===== src/rtl/mem_arb_pkg.sv =====
// mem_arb_pkg: shared types and constants for the IF/DM memory bus arbiter.
// Holds the arbiter state enum, owner encoding and default timeout.
package mem_arb_pkg;

    typedef enum logic [1:0] {
        IDLE = 2'd0,
        BUS  = 2'd1,
        RESP = 2'd2
    } arb_state_e;

    localparam logic OWN_IF = 1'b0;
    localparam logic OWN_DM = 1'b1;

    localparam int TIMEOUT_DEF = 255;

    function automatic int ctr_width(input int t);
        return (t < 1) ? 1 : $clog2(t + 1);
    endfunction

endpackage


===== src/rtl/arb_wait_ctr.sv =====
// arb_wait_ctr: saturating wait-state counter with clear, enable and a
// compare flag that is high when the next increment reaches TIMEOUT.
module arb_wait_ctr
    import mem_arb_pkg::*;
#(
    parameter int TIMEOUT = TIMEOUT_DEF
) (
    input  logic clk,
    input  logic reset,
    input  logic clr,
    input  logic en,
    output logic hit
);

    localparam int W = ctr_width(TIMEOUT);
    localparam logic [W-1:0] CNT_MAX = '1;
    localparam logic [W-1:0] LAST    = W'(TIMEOUT - 1);

    logic [W-1:0] cnt_q;
    logic [W-1:0] cnt_d;

    always_comb begin
        cnt_d = cnt_q;
        if (clr) begin
            cnt_d = '0;
        end else if (en && (cnt_q != CNT_MAX)) begin
            cnt_d = cnt_q + 1'b1;
        end
    end

    always_ff @(posedge clk) begin
        if (reset) begin
            cnt_q <= '0;
        end else begin
            cnt_q <= cnt_d;
        end
    end

    // A zero TIMEOUT disables the abort path entirely.
    assign hit = (TIMEOUT != 0) && (cnt_q == LAST);

endmodule


===== src/rtl/mem_bus_arbiter.sv =====
// mem_bus_arbiter: shares one single-port memory between fetch and data.
// Define MEM_ARB_RR_EN for round-robin tie breaking instead of DM priority.
module mem_bus_arbiter
    import mem_arb_pkg::*;
#(
    parameter int ADDR_W  = 16,
    parameter int DATA_W  = 16,
    parameter int TIMEOUT = TIMEOUT_DEF
) (
    input  logic              clk,
    input  logic              reset,
    input  logic              if_req,
    input  logic [ADDR_W-1:0] if_addr,
    output logic              if_gnt,
    output logic              if_valid,
    output logic [DATA_W-1:0] if_rdata,
    output logic              if_err,
    input  logic              dm_req,
    input  logic              dm_we,
    input  logic [ADDR_W-1:0] dm_addr,
    input  logic [DATA_W-1:0] dm_wdata,
    output logic              dm_gnt,
    output logic              dm_valid,
    output logic [DATA_W-1:0] dm_rdata,
    output logic              dm_err,
    output logic              mem_req,
    output logic              mem_we,
    output logic [ADDR_W-1:0] mem_addr,
    output logic [DATA_W-1:0] mem_wdata,
    input  logic              mem_ack,
    input  logic [DATA_W-1:0] mem_rdata,
    output logic              busy,
    output logic              owner
);

    arb_state_e state_q, state_d;

    logic owner_q, owner_d;
    logic err_flag_q, err_flag_d;
    logic if_gnt_q, if_gnt_d;
    logic dm_gnt_q, dm_gnt_d;
    logic if_valid_q, if_valid_d;
    logic dm_valid_q, dm_valid_d;
    logic if_err_q, if_err_d;
    logic dm_err_q, dm_err_d;
    logic [DATA_W-1:0] if_rdata_q, if_rdata_d;
    logic [DATA_W-1:0] dm_rdata_q, dm_rdata_d;
    logic mem_req_q, mem_req_d;
    logic mem_we_q, mem_we_d;
    logic [ADDR_W-1:0] mem_addr_q, mem_addr_d;
    logic [DATA_W-1:0] mem_wdata_q, mem_wdata_d;

    logic win;
    logic ctr_en;
    logic ctr_clr;
    logic tmo_hit;

`ifdef MEM_ARB_RR_EN
    logic last_owner_q, last_owner_d;

    // On a tie the requester that did not own the last access wins.
    always_comb begin
        if (if_req && dm_req) begin
            win = ~last_owner_q;
        end else begin
            win = dm_req ? OWN_DM : OWN_IF;
        end
    end

    always_comb begin
        last_owner_d = last_owner_q;
        if (state_q == RESP) begin
            last_owner_d = owner_q;
        end
    end

    always_ff @(posedge clk) begin
        if (reset) begin
            last_owner_q <= OWN_IF;
        end else begin
            last_owner_q <= last_owner_d;
        end
    end
`else
    // DM wins ties: it belongs to the instruction already in flight.
    assign win = dm_req ? OWN_DM : OWN_IF;
`endif

    assign ctr_en  = (state_q == BUS) && !mem_ack;
    assign ctr_clr = (state_q == RESP);

    arb_wait_ctr #(
        .TIMEOUT (TIMEOUT)
    ) u_wait_ctr (
        .clk   (clk),
        .reset (reset),
        .clr   (ctr_clr),
        .en    (ctr_en),
        .hit   (tmo_hit)
    );

    always_comb begin
        state_d     = state_q;
        owner_d     = owner_q;
        err_flag_d  = err_flag_q;
        if_gnt_d    = 1'b0;
        dm_gnt_d    = 1'b0;
        if_valid_d  = 1'b0;
        dm_valid_d  = 1'b0;
        if_err_d    = 1'b0;
        dm_err_d    = 1'b0;
        if_rdata_d  = if_rdata_q;
        dm_rdata_d  = dm_rdata_q;
        mem_req_d   = mem_req_q;
        mem_we_d    = mem_we_q;
        mem_addr_d  = mem_addr_q;
        mem_wdata_d = mem_wdata_q;

        unique case (state_q)
            IDLE: begin
                if (if_req || dm_req) begin
                    owner_d     = win;
                    if_gnt_d    = (win == OWN_IF);
                    dm_gnt_d    = (win == OWN_DM);
                    mem_req_d   = 1'b1;
                    mem_we_d    = (win == OWN_DM) && dm_we;
                    mem_addr_d  = (win == OWN_DM) ? dm_addr : if_addr;
                    mem_wdata_d = (win == OWN_DM) ? dm_wdata : '0;
                    state_d     = BUS;
                end
            end
            BUS: begin
                if (mem_ack) begin
                    if (!mem_we_q) begin
                        if (owner_q == OWN_DM) begin
                            dm_rdata_d = mem_rdata;
                        end else begin
                            if_rdata_d = mem_rdata;
                        end
                    end
                    mem_req_d = 1'b0;
                    state_d   = RESP;
                end else if (tmo_hit) begin
                    mem_req_d  = 1'b0;
                    err_flag_d = 1'b1;
                    state_d    = RESP;
                end
            end
            RESP: begin
                if_valid_d = (owner_q == OWN_IF);
                dm_valid_d = (owner_q == OWN_DM);
                if_err_d   = err_flag_q && (owner_q == OWN_IF);
                dm_err_d   = err_flag_q && (owner_q == OWN_DM);
                err_flag_d = 1'b0;
                state_d    = IDLE;
            end
            default: begin
                state_d = IDLE;
            end
        endcase
    end

    always_ff @(posedge clk) begin
        if (reset) begin
            state_q     <= IDLE;
            owner_q     <= OWN_IF;
            err_flag_q  <= 1'b0;
            if_gnt_q    <= 1'b0;
            dm_gnt_q    <= 1'b0;
            if_valid_q  <= 1'b0;
            dm_valid_q  <= 1'b0;
            if_err_q    <= 1'b0;
            dm_err_q    <= 1'b0;
            if_rdata_q  <= '0;
            dm_rdata_q  <= '0;
            mem_req_q   <= 1'b0;
            mem_we_q    <= 1'b0;
            mem_addr_q  <= '0;
            mem_wdata_q <= '0;
        end else begin
            state_q     <= state_d;
            owner_q     <= owner_d;
            err_flag_q  <= err_flag_d;
            if_gnt_q    <= if_gnt_d;
            dm_gnt_q    <= dm_gnt_d;
            if_valid_q  <= if_valid_d;
            dm_valid_q  <= dm_valid_d;
            if_err_q    <= if_err_d;
            dm_err_q    <= dm_err_d;
            if_rdata_q  <= if_rdata_d;
            dm_rdata_q  <= dm_rdata_d;
            mem_req_q   <= mem_req_d;
            mem_we_q    <= mem_we_d;
            mem_addr_q  <= mem_addr_d;
            mem_wdata_q <= mem_wdata_d;
        end
    end

    assign if_gnt    = if_gnt_q;
    assign dm_gnt    = dm_gnt_q;
    assign if_valid  = if_valid_q;
    assign dm_valid  = dm_valid_q;
    assign if_err    = if_err_q;
    assign dm_err    = dm_err_q;
    assign if_rdata  = if_rdata_q;
    assign dm_rdata  = dm_rdata_q;
    assign mem_req   = mem_req_q;
    assign mem_we    = mem_we_q;
    assign mem_addr  = mem_addr_q;
    assign mem_wdata = mem_wdata_q;
    assign busy      = (state_q != IDLE);
    assign owner     = owner_q;

endmodule

===== config.mk =====
export PLATFORM = sky130hd
export DESIGN_NAME = mem_bus_arbiter
export DESIGN_NICKNAME = d
export VERILOG_FILES = /design/src/rtl/mem_arb_pkg.sv /design/src/rtl/arb_wait_ctr.sv /design/src/rtl/mem_bus_arbiter.sv
export SDC_FILE = /design/constraint.sdc
export NUM_CORES = 1
export LEC_CHECK = 0
export BUFFER_PORTS_ARGS = -buffer_cell sky130_fd_sc_hd__buf_2
export CORE_AREA = 2 2 97 99
export CTS_BUF_LIST = sky130_fd_sc_hd__clkbuf_8
export DETAILED_ROUTE_END_ITERATION = 6
export DIE_AREA = 0 0 99 101
export PLACE_DENSITY = 0.71
export SLEW_MARGIN = 20
export SYNTH_ARGS = -nofsm -noshare
export SYNTH_HDL_FRONTEND = slang
export SYNTH_HIERARCHICAL = 1
export SYNTH_SLANG_ARGS = --single-unit

===== constraint.sdc =====
create_clock -name clk -period 1.5 [get_ports clk]
set_input_delay 0 -clock clk [delete_from_list [all_inputs] [get_ports clk]]
set_output_delay 0 -clock clk [all_outputs]
set_load 0.01 [all_outputs]

**Yosys cells after proc, flatten, opt, wreduce, memory -nomap -nowiden**

Index checks and enable logic that the tools add are counted.

- Logic and storage cells: 65
- Register bits: 84
- Output and inout port bits: 74

- Eq/ne operators: 8
- Multiplexer cells: 14
- Bitwise gates (word level): 6
- Reductions and logical operators: 20
- Add/sub/neg operators: 1

Operators with widths:

| cell | count |
|---|---|
| $mux W16 | 2 |
| $add A8 B1 Y8 const B | 1 |
| $eq A8 B8 Y1 const B | 1 |
| $ne A8 B8 Y1 const B | 1 |
| $reduce_and A4 Y1 | 2 |
| $mux W1 | 6 |
| $mux W2 | 3 |
| $ne A2 B2 Y1 const B | 3 |
| $not A1 Y1 | 6 |
| $reduce_and A3 Y1 | 2 |
| $reduce_bool A2 Y1 | 3 |
| $logic_and A1 B1 Y1 | 5 |
| $pmux W1 S2 | 2 |
| $pmux W2 S2 | 1 |
| $reduce_and A2 Y1 | 2 |
| $reduce_or A2 Y1 | 2 |
| $ne A3 B3 Y1 const B | 1 |
| $reduce_or A3 Y1 | 1 |
| $eq A2 B1 Y1 const B | 1 |
| $eq A2 B2 Y1 const B | 1 |
| $logic_not A2 Y1 | 1 |
| $logic_not A1 Y1 | 1 |
| $logic_or A1 B1 Y1 | 1 |

**Longest topological paths before layout**

- Depth after elaboration: 4
- Mapped depth: 7
- Gate-level depth less buffers: 7

**Modules after synthesis**

The synthesis kept the hierarchy.

By module, submodules not included:

| module | area an instance (µm²) | cells each | times used |
|---|---|---|---|
| mem_bus_arbiter | 3017.9 | 277 | 1 |
| arb_wait_ctr | 449.2 | 51 | 1 |

**Worst setup path before layout**

OpenSTA, ideal clock, no wires.

- Kind: flip-flop to flip-flop
- From: reg state_q[0]
- To: reg u_wait_ctr.cnt_q[5]
- Clock period less this slack: 1558 ps
- Buffers on the path: 0
- Slack: -58 ps
- Required time: 1428 ps
- Stages on the path, launching flop included: 6
- Arrival time: 1486 ps
- Library setup time: 72 ps
- Cells stage by stage: dfxtp_1 nand2b_4 nor2_1 nand3_1 a2111oi_4 mux2i_1

- Word-level cells in the longest chain between the ends: 3
- Elaborated cells on any way between the ends: 5
- Those cells by class: eq/ne (2); reduce/logical (3)

Ends and longest elaborated chain:

| item | RTL line | text |
|---|---|---|
| start: declaration | mem_bus_arbiter.sv:36 | `arb_state_e state_q, state_d;` |
| start signal: assignment | mem_bus_arbiter.sv:181 | `state_q <= state_d;` |
| $eq A2 B1 Y1 | mem_bus_arbiter.sv:89 | `assign ctr_en = (state_q == BUS) && !mem_ack;` |
| $logic_and A1 B1 Y1 | mem_bus_arbiter.sv:89 |  |
| named net ctr_en | mem_bus_arbiter.sv:54 | `logic ctr_en;` |
| $logic_and A1 B1 Y1 | arb_wait_ctr.sv:26 | `end else if (en && (cnt_q != CNT_MAX)) begin` |
| end signal: assignment | arb_wait_ctr.sv:35 | `cnt_q <= cnt_d;` |
| end: declaration | arb_wait_ctr.sv:19 | `logic [W-1:0] cnt_q;` |

The timed path passes the listed nets, and every way through them passes these cells.
A chain may end at the register's enable or synchronous reset.

**Final worst setup path**

- From: reg state_q[1]
- To: reg u_wait_ctr.cnt_q[5]

Same word-level chain as after synthesis.

==> impl_metrics.tcl <==
set metrics [dict create \
    worstSkewPairLatency_ps 340 \
    drtAntennaViolNets 0 \
    port_buffers 143 \
    worst_hold_path.num_cells 3 \
    max_cap_viols 0 \
    timing.hold.worst.start "if_addr[0]" \
    p_total_mw 4.85 \
    cts.clk_slew.worst_paths_ps 80 \
    grt_antenna_before_repair 0 \
    timing_hold_violations_final 0 \
    grt_pass1_wl_mm 14.4 \
    syn_nets 400 \
    crit_path_max_fanout 7 \
    post-route-drc-count 0 \
    firstDrtPassIters 6 \
    status "completed" \
    final_layout_size_suffix_gt1_share_pct 35.9 \
    achievable-frequency_mhz 705 \
    whs_endpoint "mem_addr[0]$_SDFFE_PP0P_" \
    timing.setup.critical_path_class "register to register" \
    setup.worst_path.start_class "register" \
    numPlacedInstances 571 \
    layout.cells.most_common_list "sky130_fd_sc_hd__buf_2, sky130_fd_sc_hd__dfxtp_1, sky130_fd_sc_hd__mux2i_1" \
    drt_iter0_drc 101 \
    cellLeakagePower_nw 2.39 \
    cts_buffer_count 9 \
    floorplan.core_area_um2 8980 \
    die_w_um 99 \
    worst_ep_arrival_time_ps 1680 \
    ctsRootBufferMaster "sky130_fd_sc_hd__clkbuf_8" \
    fin_crit_sh_pct 94.6 \
    synth_enable_flop_cells 0 \
    grt_start_max_net_pins 49 \
    yosysSeqAreaShare_pct 48.5 \
    synth.cell_area_um2 3470 \
    period_minus_slack_ps 1420 \
    layout.cells.non_filler 637 \
    max_slew.worst_pin.slew_ps 481 \
    worstReg2RegEnd "u_wait_ctr/cnt_q[5]$_SDFFE_PP0P_" \
    worst-endpoint-required_ps 1760 \
    worstReg2RegStart "state_q[1]$_SDFFE_PP0P_" \
    final_common_cell "sky130_fd_sc_hd__buf_2" \
    wl_per_cell_um 14.1 \
    groute.usage.overall_pct 17.8 \
    pre_cts_slack_ps 27.7 \
    place.detailed.hpwl_mm 5.86 \
    pin_count 144 \
    finalSetupViolCount 0 \
    cts_sinks 84 \
    wirelength_mm 8.99 \
    power_density_nw_per_um2 961 \
    worstRegToRegCells 5 \
    dieArea_um2 10000 \
    reg2reg_setup_slack_ps 80 \
    post_synth.cell_area_avg_um2 10.6 \
    number_of_instances_in_the_synthesized_netlist 328 \
    via_count_of_the_first_global_routing_pass 3142 \
    grt_remaining_overflow 0 \
    peakVddDrop_v 0.000563 \
    synth.ff_latch_count 84 \
    max-slew-margin-rel_pct 67.9 \
    setup_repair_after_global_routing_missed_its_margin "true" \
    yosys-top-cells-area "sky130_fd_sc_hd__dfxtp_1, sky130_fd_sc_hd__mux2i_1, sky130_fd_sc_hd__nand2b_1" \
    post_synth_num_cell_types 40 \
    primary_ff_master_synth "sky130_fd_sc_hd__dfxtp_1" \
    insertedDiodeCount 0 \
    setup_slack_ps 80.7 \
    floorplan.initialDensity_pct 38.6 \
    via_count_normalized_by_instance_count 4.97 \
    postPlaceCellArea_um2 4330 \
    finish.instance_area_um2 5040 \
    clockBufferDepth 2 \
    synth_warnings 6 \
    place.gp.congestion 0.829 \
    fin_nets 593 \
    num_rows 35 \
    floorplan.die.height_um 101 \
    synth_largest_type_area_fraction_pct 48.5 \
    flow.area_growth_from_synthesis_pct 45.4 \
    clock_skew_ps 10.7 \
    hold_class "primary input to register" \
    slew_viol_final 0 \
    critPathCaptureType "register" \
    htree_num_levels 3 \
    tritoncts "done" \
    synthArstFlopShare_pct 0 \
    fin_setup_tns_ps 0 \
    post-synth-top-area-cell "sky130_fd_sc_hd__dfxtp_1" \
    dr_total_vias 3167 \
]
## state kept, by name (all words and copies together), names as in the netlist, 2 cells and up
name              flops
mem_addr             16
dm_rdata             16
state_q               2
if_rdata             16
mem_wdata            16
u_wait_ctr/cnt_q      8
## power breakdown
group | internal, mW | switching [mW] | leakage (nW) | total [mW]
logic | 0.433 | 0.385 | 1.60 | 0.818
registers | 2.35 | 0.0784 | 0.687 | 2.43
clock network | 0.779 | 0.819 | 0.102 | 1.60
## repair_timing
item | in CTS | in global routing
setup buffers | 0 | 0
endpoints found under the hold margin | 60 | 0
gates resized for setup | 0 | 8
setup endpoints to repair | 0 | 55
hold buffers | 50 | 0
## worst max-delay path by stage
stage | start | end | slack [ps]
3_3_place_gp | state_q[0]$_SDFFE_PP0P_ | mem_addr[8]$_SDFFE_PP0P_ | 90
2_1_floorplan | state_q[0]$_SDFFE_PP0P_ | u_wait_ctr/cnt_q[5]$_SDFFE_PP0P_ | 20
3_5_place_dp | state_q[0]$_SDFFE_PP0P_ | mem_addr[4]$_SDFFE_PP0P_ | 30
5_1_grt | state_q[1]$_SDFFE_PP0P_ | u_wait_ctr/cnt_q[5]$_SDFFE_PP0P_ | -7
6_report | state_q[1]$_SDFFE_PP0P_ | u_wait_ctr/cnt_q[5]$_SDFFE_PP0P_ | 80
4_1_cts | state_q[0]$_SDFFE_PP0P_ | mem_addr[0]$_SDFFE_PP0P_ | 10
## cell families after synthesis
family / count (synthesis) / synth area share (%)
AOI/OAI and AO/OA: 67 / 14.0
adders and majority gates: 2 / 0.722
buffers and inverters: 26 / 3.57
DFF: 84 / 48.5
muxes: 51 / 14.7
and+or+nand+nor: 98 / 18.5
## area by class of cell
type                       count  area [um^2]
fill                         779         3940
inverter                       3         11.3
tap                          111          139
multi-input combinational    218         1680
clock inverter                 7         72.6
sequential                    84         1690
clock buffer                   9          124
timing repair buffer         205         1330
## stage by stage
step / utilization, % / hold slack, ps
after global placement: 48.2 / 215
final: 56.1 / 17.0
after detailed placement: 48.2 / 224
after floorplan: - / 133
after global routing: 56.1 / 16.8
after CTS: 56.0 / 1.87
## worst max-delay path, cell delays in order (launching register included)
cell and delay [ps]:
sky130_fd_sc_hd__dfxtp_2 360, sky130_fd_sc_hd__nand2b_4 180, sky130_fd_sc_hd__nor2_2 100, sky130_fd_sc_hd__nand3_1 140, sky130_fd_sc_hd__a2111oi_4 350, sky130_fd_sc_hd__mux2i_1 210
## Yosys cell counts (all sizes together), types with 2 or more instances
library cell  count
a211oi           18
a21oi            22
a22o             17
a31oi             4
and2              3
and3              2
and4              3
buf              12
clkbuf           11
dfxtp            84
ha                2
inv               3
mux2i            51
nand2             8
nand2b           50
nand3             5
nor2              7
nor2b             2
nor3              4
nor3b             2
nor4b             2
o21ai             4
or2               2
or3               2
## per-layer routing
metal | global-route usage (%) | up-vias | part of all wire (%)
met2 | 31.9 | 116 | 51
met5 | 0 | - | 0
met3 | 3.05 | 12 | 5.1
met1 | 20.7 | 1484 | 42
met4 | 8.01 | 0 | 1.8
li1 | - | 1555 | -
No activity file was read; power rests on OpenSTA's default activity.
